## src/rtl/mem_bus_pkg.sv

```systemverilog
// ---------------------------------------------------------------------------
// mem_bus_pkg
// Shared definitions for the memory-bus controller:
//   - state_t        : controller FSM state encoding (ST_IDLE/ST_ACCESS/ST_ERROR)
//   - DEF_REGION_*   : default base/mask/wait tables for the current memory map
//                      (region 0 = instruction memory, 1 = data memory, 2 = GPIO)
//   - ERRCNT_W       : width of the saturating bus-error counter
// ---------------------------------------------------------------------------
package mem_bus_pkg;

    typedef enum logic [1:0] {
        ST_IDLE   = 2'd0,
        ST_ACCESS = 2'd1,
        ST_ERROR  = 2'd2
    } state_t;

    localparam int DEF_ADDR_W      = 32;
    localparam int DEF_NUM_REGIONS = 3;
    localparam int DEF_WS_W        = 4;

    // Packed tables: region i lives at [i*width +: width].
    localparam logic [DEF_NUM_REGIONS*DEF_ADDR_W-1:0] DEF_REGION_BASE =
        {32'h0100_0000, 32'h0010_0000, 32'h0000_0000};
    localparam logic [DEF_NUM_REGIONS*DEF_ADDR_W-1:0] DEF_REGION_MASK =
        {32'hFFFF_FFF0, 32'hFFFF_F000, 32'hFFFF_F000};
    localparam logic [DEF_NUM_REGIONS*DEF_WS_W-1:0]   DEF_REGION_WAIT =
        {4'd2, 4'd1, 4'd0};

    localparam int ERRCNT_W = 8;

endpackage

```

## src/rtl/mem_region_decoder.sv

```systemverilog
// ---------------------------------------------------------------------------
// mem_region_decoder
// Combinational address decoder. Region i hits when (addr & MASK_i) == BASE_i;
// on overlapping regions the lowest index wins.
// Ports:
//   i_addr   : address to decode
//   o_hit    : at least one region matched
//   o_idx    : index of the winning region (0 when no hit)
//   o_offset : addr & ~MASK of the winning region (0 when no hit)
// ---------------------------------------------------------------------------
module mem_region_decoder
    import mem_bus_pkg::*;
#(
    parameter int addressWidth = DEF_ADDR_W,
    parameter int NUM_REGIONS  = DEF_NUM_REGIONS,
    parameter int IDX_W        = (NUM_REGIONS > 1) ? $clog2(NUM_REGIONS) : 1,
    parameter logic [NUM_REGIONS*addressWidth-1:0] REGION_BASE = DEF_REGION_BASE,
    parameter logic [NUM_REGIONS*addressWidth-1:0] REGION_MASK = DEF_REGION_MASK
) (
    input  logic [addressWidth-1:0] i_addr,
    output logic                    o_hit,
    output logic [IDX_W-1:0]        o_idx,
    output logic [addressWidth-1:0] o_offset
);

    logic [NUM_REGIONS-1:0] w_hit_vec;
    logic [IDX_W-1:0]       w_idx;

    genvar gi;
    generate
        for (gi = 0; gi < NUM_REGIONS; gi++) begin : g_match
            assign w_hit_vec[gi] =
                ((i_addr & REGION_MASK[gi*addressWidth +: addressWidth])
                 == REGION_BASE[gi*addressWidth +: addressWidth]);
        end
    endgenerate

    // Scan from the top down so the lowest matching index is the last write.
    always_comb begin
        w_idx = '0;
        for (int i = NUM_REGIONS - 1; i >= 0; i--) begin
            if (w_hit_vec[i]) begin
                w_idx = IDX_W'(i);
            end
        end
    end

    assign o_hit    = |w_hit_vec;
    assign o_idx    = w_idx;
    assign o_offset = o_hit ? (i_addr & ~REGION_MASK[int'(w_idx)*addressWidth +: addressWidth])
                            : '0;

endmodule

```

## src/rtl/mem_bus_ctrl.sv

```systemverilog
// ---------------------------------------------------------------------------
// mem_bus_ctrl
// Memory-bus controller between a byte-wide CPU memory port and NUM_REGIONS
// address-mapped slaves. Each access is decoded against a base/mask table,
// held for a per-region number of wait states, and completed with a one-cycle
// memDataReady pulse. Unmapped accesses, or read+write asserted together,
// complete one cycle later with busError and bump a saturating error counter.
// Ports:
//   clk, rst                 : clock, synchronous active-high reset
//   readmem, writemem        : CPU request, held until memDataReady
//   addressBus, dataBusIn    : CPU address / write data
//   dataBusOut               : read data, valid with memDataReady (else 0)
//   memDataReady, busError   : completion pulse / error flag on completion
//   errCount                 : saturating count of errored accesses
//   slave_sel                : one-hot select of the active region (ACCESS only)
//   slave_addr, slave_wdata  : latched region offset / write data
//   slave_write              : one-cycle write strobe, coincides with ready
//   slave_rdata              : packed slave read data, region i at [i*dataWidth +: dataWidth]
// ---------------------------------------------------------------------------
module mem_bus_ctrl
    import mem_bus_pkg::*;
#(
    parameter int dataWidth    = 8,
    parameter int addressWidth = DEF_ADDR_W,
    parameter int NUM_REGIONS  = DEF_NUM_REGIONS,
    parameter int WS_WIDTH     = DEF_WS_W,
    parameter logic [NUM_REGIONS*addressWidth-1:0] REGION_BASE = DEF_REGION_BASE,
    parameter logic [NUM_REGIONS*addressWidth-1:0] REGION_MASK = DEF_REGION_MASK,
    parameter logic [NUM_REGIONS*WS_WIDTH-1:0]     REGION_WAIT = DEF_REGION_WAIT
) (
    input  logic                             clk,
    input  logic                             rst,
    input  logic                             readmem,
    input  logic                             writemem,
    input  logic [addressWidth-1:0]          addressBus,
    input  logic [dataWidth-1:0]             dataBusIn,
    output logic [dataWidth-1:0]             dataBusOut,
    output logic                             memDataReady,
    output logic                             busError,
    output logic [ERRCNT_W-1:0]              errCount,
    output logic [NUM_REGIONS-1:0]           slave_sel,
    output logic [addressWidth-1:0]          slave_addr,
    output logic [dataWidth-1:0]             slave_wdata,
    output logic                             slave_write,
    input  logic [NUM_REGIONS*dataWidth-1:0] slave_rdata
);

    localparam int IDX_W = (NUM_REGIONS > 1) ? $clog2(NUM_REGIONS) : 1;

    // Registered state
    state_t                  r_state;
    logic [WS_WIDTH-1:0]     r_cnt;
    logic [IDX_W-1:0]        r_region;
    logic                    r_write;
    logic [addressWidth-1:0] r_slave_addr;
    logic [dataWidth-1:0]    r_slave_wdata;
    logic [ERRCNT_W-1:0]     r_err_count;

    // Next-state values
    state_t                  w_state_next;
    logic [WS_WIDTH-1:0]     w_cnt_next;
    logic [IDX_W-1:0]        w_region_next;
    logic                    w_write_next;
    logic [addressWidth-1:0] w_slave_addr_next;
    logic [dataWidth-1:0]    w_slave_wdata_next;
    logic [ERRCNT_W-1:0]     w_err_count_next;

    // Combinational outputs
    logic                    w_ready;
    logic                    w_bus_err;
    logic                    w_strobe;
    logic [dataWidth-1:0]    w_rdata;

    // Decode results
    logic                    w_hit;
    logic [IDX_W-1:0]        w_idx;
    logic [addressWidth-1:0] w_offset;
    logic [WS_WIDTH-1:0]     w_wait;
    logic [dataWidth-1:0]    w_sel_rdata;
    logic                    w_req;
    logic                    w_both;

    mem_region_decoder #(
        .addressWidth (addressWidth),
        .NUM_REGIONS  (NUM_REGIONS),
        .IDX_W        (IDX_W),
        .REGION_BASE  (REGION_BASE),
        .REGION_MASK  (REGION_MASK)
    ) u_decoder (
        .i_addr   (addressBus),
        .o_hit    (w_hit),
        .o_idx    (w_idx),
        .o_offset (w_offset)
    );

    assign w_req       = readmem | writemem;
    assign w_both      = readmem & writemem;
    assign w_wait      = REGION_WAIT[int'(w_idx)*WS_WIDTH +: WS_WIDTH];
    // Slaves answer combinationally from slave_addr, so the read mux uses the
    // latched region rather than the live decode.
    assign w_sel_rdata = slave_rdata[int'(r_region)*dataWidth +: dataWidth];

    // Next-state and output logic
    always_comb begin
        w_state_next       = r_state;
        w_cnt_next         = r_cnt;
        w_region_next      = r_region;
        w_write_next       = r_write;
        w_slave_addr_next  = r_slave_addr;
        w_slave_wdata_next = r_slave_wdata;
        w_err_count_next   = r_err_count;
        w_ready            = 1'b0;
        w_bus_err          = 1'b0;
        w_strobe           = 1'b0;
        w_rdata            = '0;

        case (r_state)
            ST_IDLE: begin
                if (w_req) begin
                    if (w_hit && !w_both) begin
                        w_region_next      = w_idx;
                        w_write_next       = writemem;
                        w_slave_addr_next  = w_offset;
                        w_slave_wdata_next = dataBusIn;
                        w_cnt_next         = w_wait;
                        w_state_next       = ST_ACCESS;
                    end else begin
                        w_state_next = ST_ERROR;
                    end
                end
            end

            ST_ACCESS: begin
                if (r_cnt != '0) begin
                    w_cnt_next = r_cnt - 1'b1;
                end else begin
                    w_ready = 1'b1;
                    if (r_write) begin
                        w_strobe = 1'b1;
                    end else begin
                        w_rdata = w_sel_rdata;
                    end
                    w_state_next = ST_IDLE;
                end
            end

            ST_ERROR: begin
                w_ready   = 1'b1;
                w_bus_err = 1'b1;
                if (r_err_count != {ERRCNT_W{1'b1}}) begin
                    w_err_count_next = r_err_count + 1'b1;
                end
                w_state_next = ST_IDLE;
            end

            default: begin
                w_state_next = ST_IDLE;
            end
        endcase
    end

    always_ff @(posedge clk) begin
        if (rst) begin
            r_state       <= ST_IDLE;
            r_cnt         <= '0;
            r_region      <= '0;
            r_write       <= 1'b0;
            r_slave_addr  <= '0;
            r_slave_wdata <= '0;
            r_err_count   <= '0;
        end else begin
            r_state       <= w_state_next;
            r_cnt         <= w_cnt_next;
            r_region      <= w_region_next;
            r_write       <= w_write_next;
            r_slave_addr  <= w_slave_addr_next;
            r_slave_wdata <= w_slave_wdata_next;
            r_err_count   <= w_err_count_next;
        end
    end

    // One-hot select, only while an access is in flight.
    genvar gi;
    generate
        for (gi = 0; gi < NUM_REGIONS; gi++) begin : g_sel
            assign slave_sel[gi] = (r_state == ST_ACCESS) && (int'(r_region) == gi);
        end
    endgenerate

    assign dataBusOut   = w_rdata;
    assign memDataReady = w_ready;
    assign busError     = w_bus_err;
    assign errCount     = r_err_count;
    assign slave_addr   = r_slave_addr;
    assign slave_wdata  = r_slave_wdata;
    assign slave_write  = w_strobe;

endmodule

```

## config.mk

```make
export PLATFORM = sky130hd
export DESIGN_NAME = mem_bus_ctrl
export DESIGN_NICKNAME = d
export VERILOG_FILES = /design/src/rtl/mem_bus_pkg.sv /design/src/rtl/mem_region_decoder.sv /design/src/rtl/mem_bus_ctrl.sv
export SDC_FILE = /design/constraint.sdc
export NUM_CORES = 1
export LEC_CHECK = 0
export CORE_MARGIN = 2
export CORE_UTILIZATION = 39
export CTS_BUF_LIST = sky130_fd_sc_hd__clkbuf_16
export DETAILED_ROUTE_END_ITERATION = 6
export MAX_ROUTING_LAYER = met4
export PLACE_DENSITY = 0.89
export SYNTH_ARGS = -nofsm -noshare
export SYNTH_HDL_FRONTEND = slang
export SYNTH_SLANG_ARGS = --single-unit
export TNS_END_PERCENT = 50
```

## constraint.sdc

```tcl
create_clock -name clk -period 3.3 [get_ports clk]
set_input_delay 0.66 -clock clk [delete_from_list [all_inputs] [get_ports clk]]
set_output_delay 0.66 -clock clk [all_outputs]
set_load 0.01 [all_outputs]
```

==> metrics.yaml <==
crit_buf_inv: 2
fin_crit_sh: 0.931
dr_total_vias: 2587
r2r_start: "r_state[0]$_SDFFE_PP0P_"
synth_area_leaders: "dfxtp_1, nand2_1, and3_1"
start_kind: "flip-flop"
p_int_uw: 1440
globalplace.congestion: 0.865
synth_seq_cells: 57
p_leak_uw: 0.00160
drt_drc_violations_left: 0
grt_pass1_vias: 2454
grt-ovfl-total: 0
hpwl_um: 5280
peakVddDrop_uv: 304
worstSkewPairLatency_ns: 0.32
finalWirelength_um: 7080
powerDensity_nw_per_um2: 431
post-route-util: 0.690
slew_headroom: 0.582
htreeDepth: 3
ios: 130
grt_pass1_wl_um: 11100
cp-end-kind: "output port"
cts_made_buffers: 9
finalInstanceArea_um2: 4160
viasPerCell: 5.19
initial_utilization: 0.409
rows: 28
crit_start: "r_state[1]$_SDFFE_PP0P_"
core_area_um2: 6030
finalCriticalPeriod_ns: 3.07
yosysTopAreaCellShare: 0.463
max_freq_ghz: 0.326
synthTopCellsByCount: "dfxtp_1, nand2_1, nor2_1"
grt_max_degree: 35
rsz0062_at_grt: "no"
worst_pin_slew_ns: 0.626
syn_area_um2: 2460
r2r-end: "r_region[0]$_SDFFE_PP0P_"
diodes: 0
fin_cells: 498
crit_fanout: 12
nets: 492
drt_iter0_markers: 140
die_x_um: 83.5
slew_viol_final: 0
crit_required_ns: 2.64
clock_sinks: 57
path_clk_slew_ns: 0.05
grtUsageTotal: 0.200
skew_ns: 0.00633
ys_seq_area_frac: 0.463
synth.most_common_cell: "dfxtp_1"
yosys.area.top_type: "dfxtp_1"
synth_edf_count: 0
die_area_um2: 6970
tritoncts: "yes"
arrival_ns: 2.41
crit_family: "simple AND/OR/NAND/NOR gates"
outcome: "finished clean"
cp-endpoint: "dataBusOut[2]"
rr_worst_depth: 6
power_frac_seq: 0.390
combPwrFrac: 0.083
drtAntennaViolNets: 0
dp.cells: 482
port_buffers: 129
p_clk_frac: 0.528
power_switching_share: 0.196
cap_violations: 0
hp-class: "reg2reg"
cts_hold_buf: 0
setup_viol: 0
cp_num_cells: 6
synth_area_per_cell_um2: 8.58
clockRootBuffer: "clkbuf_16"
power.switching_uw: 351
tns_ns: 0
crit_slowest_cell: "clkdlybuf4s50_1"
wire_per_inst_um: 14.2
final-hold-violation-count: 0
reg2reg_setup_slack_ns: 1.28
ys.flop_type: "dfxtp_1"
syn_inst: 287
syn_nets: 361
crit_chain: "inv_1 > ha_2 > nor3b_1 > nand2b_1 > nor2_1 > clkdlybuf4s50_1"
filler_cell_count: 457
max_stage_delay_ns: 0.55
grt_antenna_before_repair: 0
critPathKind: "reg2out"
dpl_cell_area_um2: 3840
synth_cell_types: 39
yosys_warnings: 0
first_pass_iters: 4
async_flop_share: 0
layout-drive-gt1-share: 0.0567
chipHeight_um: 83.5
cts_buffer_depth: 2
syn2layout_area_growth_pct: 68.7
cells by family (layout without fill, tap and decap cells):
logic type	after synthesis	in the layout	synth area share
AND/OR/NAND/NOR	127	127	0.259
flip-flops	57	57	0.463
AO/OA/AOI/OAI	56	56	0.145
buffers and inverters	24	160	0.0371
multiplexers	10	10	0.0406
XOR/XNOR	7	7	0.0249
adder cells (fa/ha/maj)	6	6	0.0305
timing repair:
item,CTS,global route
endpoints found under the setup margin,0,6
buffers inserted,0,0
gates resized for setup,0,1
stage by stage:
| stage | worst slack, ns | power (µW) | hold WS, ns |
|---|---|---|---|
| floorplan | 0.838 | 755 | 0.449 |
| global placement | 0.335 | 856 | 0.441 |
| detailed placement | 0.220 | 858 | 0.445 |
| CTS | 0.0930 | 1800 | 0.450 |
| global route | 0.0549 | 1850 | 0.463 |
| finish | 0.229 | 1790 | 0.447 |
metal layers:
layer / wire length (µm) / global-route usage / part of all wire
met1: 2900 / 0.209 / 0.41
met2: 3460 / 0.350 / 0.49
met3: 577 / 0.0584 / 0.082
met4: 136 / 0.0850 / 0.019
met5: 0 / - / 0
worst register-to-register path: stages, from the launching register on:
cell,delay (ns)
dfxtp_1,0.33
inv_1,0.09
ha_1,0.22
nand2_1,0.12
or4_1,0.55
or4_1,0.50
a21oi_1,0.16
worst min path at each step:
| stage | start | to | slack (ns) | depth (start not counted) |
|---|---|---|---|---|
| 2_1_floorplan | r_state[1]$_SDFFE_PP0P_ | r_state[1]$_SDFFE_PP0P_ | 0.45 | 2 |
| 3_3_place_gp | slave_wdata[2]$_SDFFE_PP0P_ | slave_wdata[2]$_SDFFE_PP0P_ | 0.44 | 2 |
| 3_5_place_dp | slave_addr[2]$_SDFFE_PP0P_ | slave_addr[2]$_SDFFE_PP0P_ | 0.45 | 2 |
| 4_1_cts | slave_addr[2]$_SDFFE_PP0P_ | slave_addr[2]$_SDFFE_PP0P_ | 0.45 | 2 |
| 5_1_grt | slave_wdata[4]$_SDFFE_PP0P_ | slave_wdata[4]$_SDFFE_PP0P_ | 0.46 | 2 |
| 6_report | slave_addr[2]$_SDFFE_PP0P_ | slave_addr[2]$_SDFFE_PP0P_ | 0.45 | 2 |
power by group through the flow:
stage               Clock, µW  Sequential, µW  Combinational [µW]
floorplan                   0             712                43.0
global placement            0             711                 145
detailed placement          0             711                 147
CTS                       956             697                 148
global route              991             697                 158
finish                    944             697                 148
sequential cells by signal, summed over array words and instances, names as in the netlist:
register and flops:
slave_addr 32, errCount 8, slave_wdata 8, r_cnt 4, r_region 2, r_state 2, r_write 1
placed cells by master (no fill, tap or decap), types with 3 or more instances in the layout:
cell and count:
buf_4 6, nand4_1 4, inv_1 9, nand2b_1 3, a22o_1 8, nor3b_1 3, clkdlybuf4s50_1 129, and3_1 22
a21oi_1 25, xnor2_1 3, nor2_1 30, mux2i_1 10, or3_1 3, nor4_1 6, a31oi_1 3, o21ai_0 7
nand3_1 3, nand2_1 37, ha_1 5, dfxtp_1 57, or4_1 3, xor2_1 4, nor3_1 5, clkbuf_16 9
area by class of cell:
| cell class | count | area [µm²] | share of cell area |
|---|---|---|---|
| timing repair buffer | 135 | 1340 | 0.322 |
| multi-input combinational | 206 | 1240 | 0.298 |
| sequential | 57 | 1140 | 0.275 |
| clock buffer | 9 | 225 | 0.0542 |
| tap | 75 | 93.8 | 0.0226 |
| clock inverter | 7 | 85.1 | 0.0205 |
| inverter | 9 | 33.8 | 0.00813 |
(Power assumes the default switching activity.)
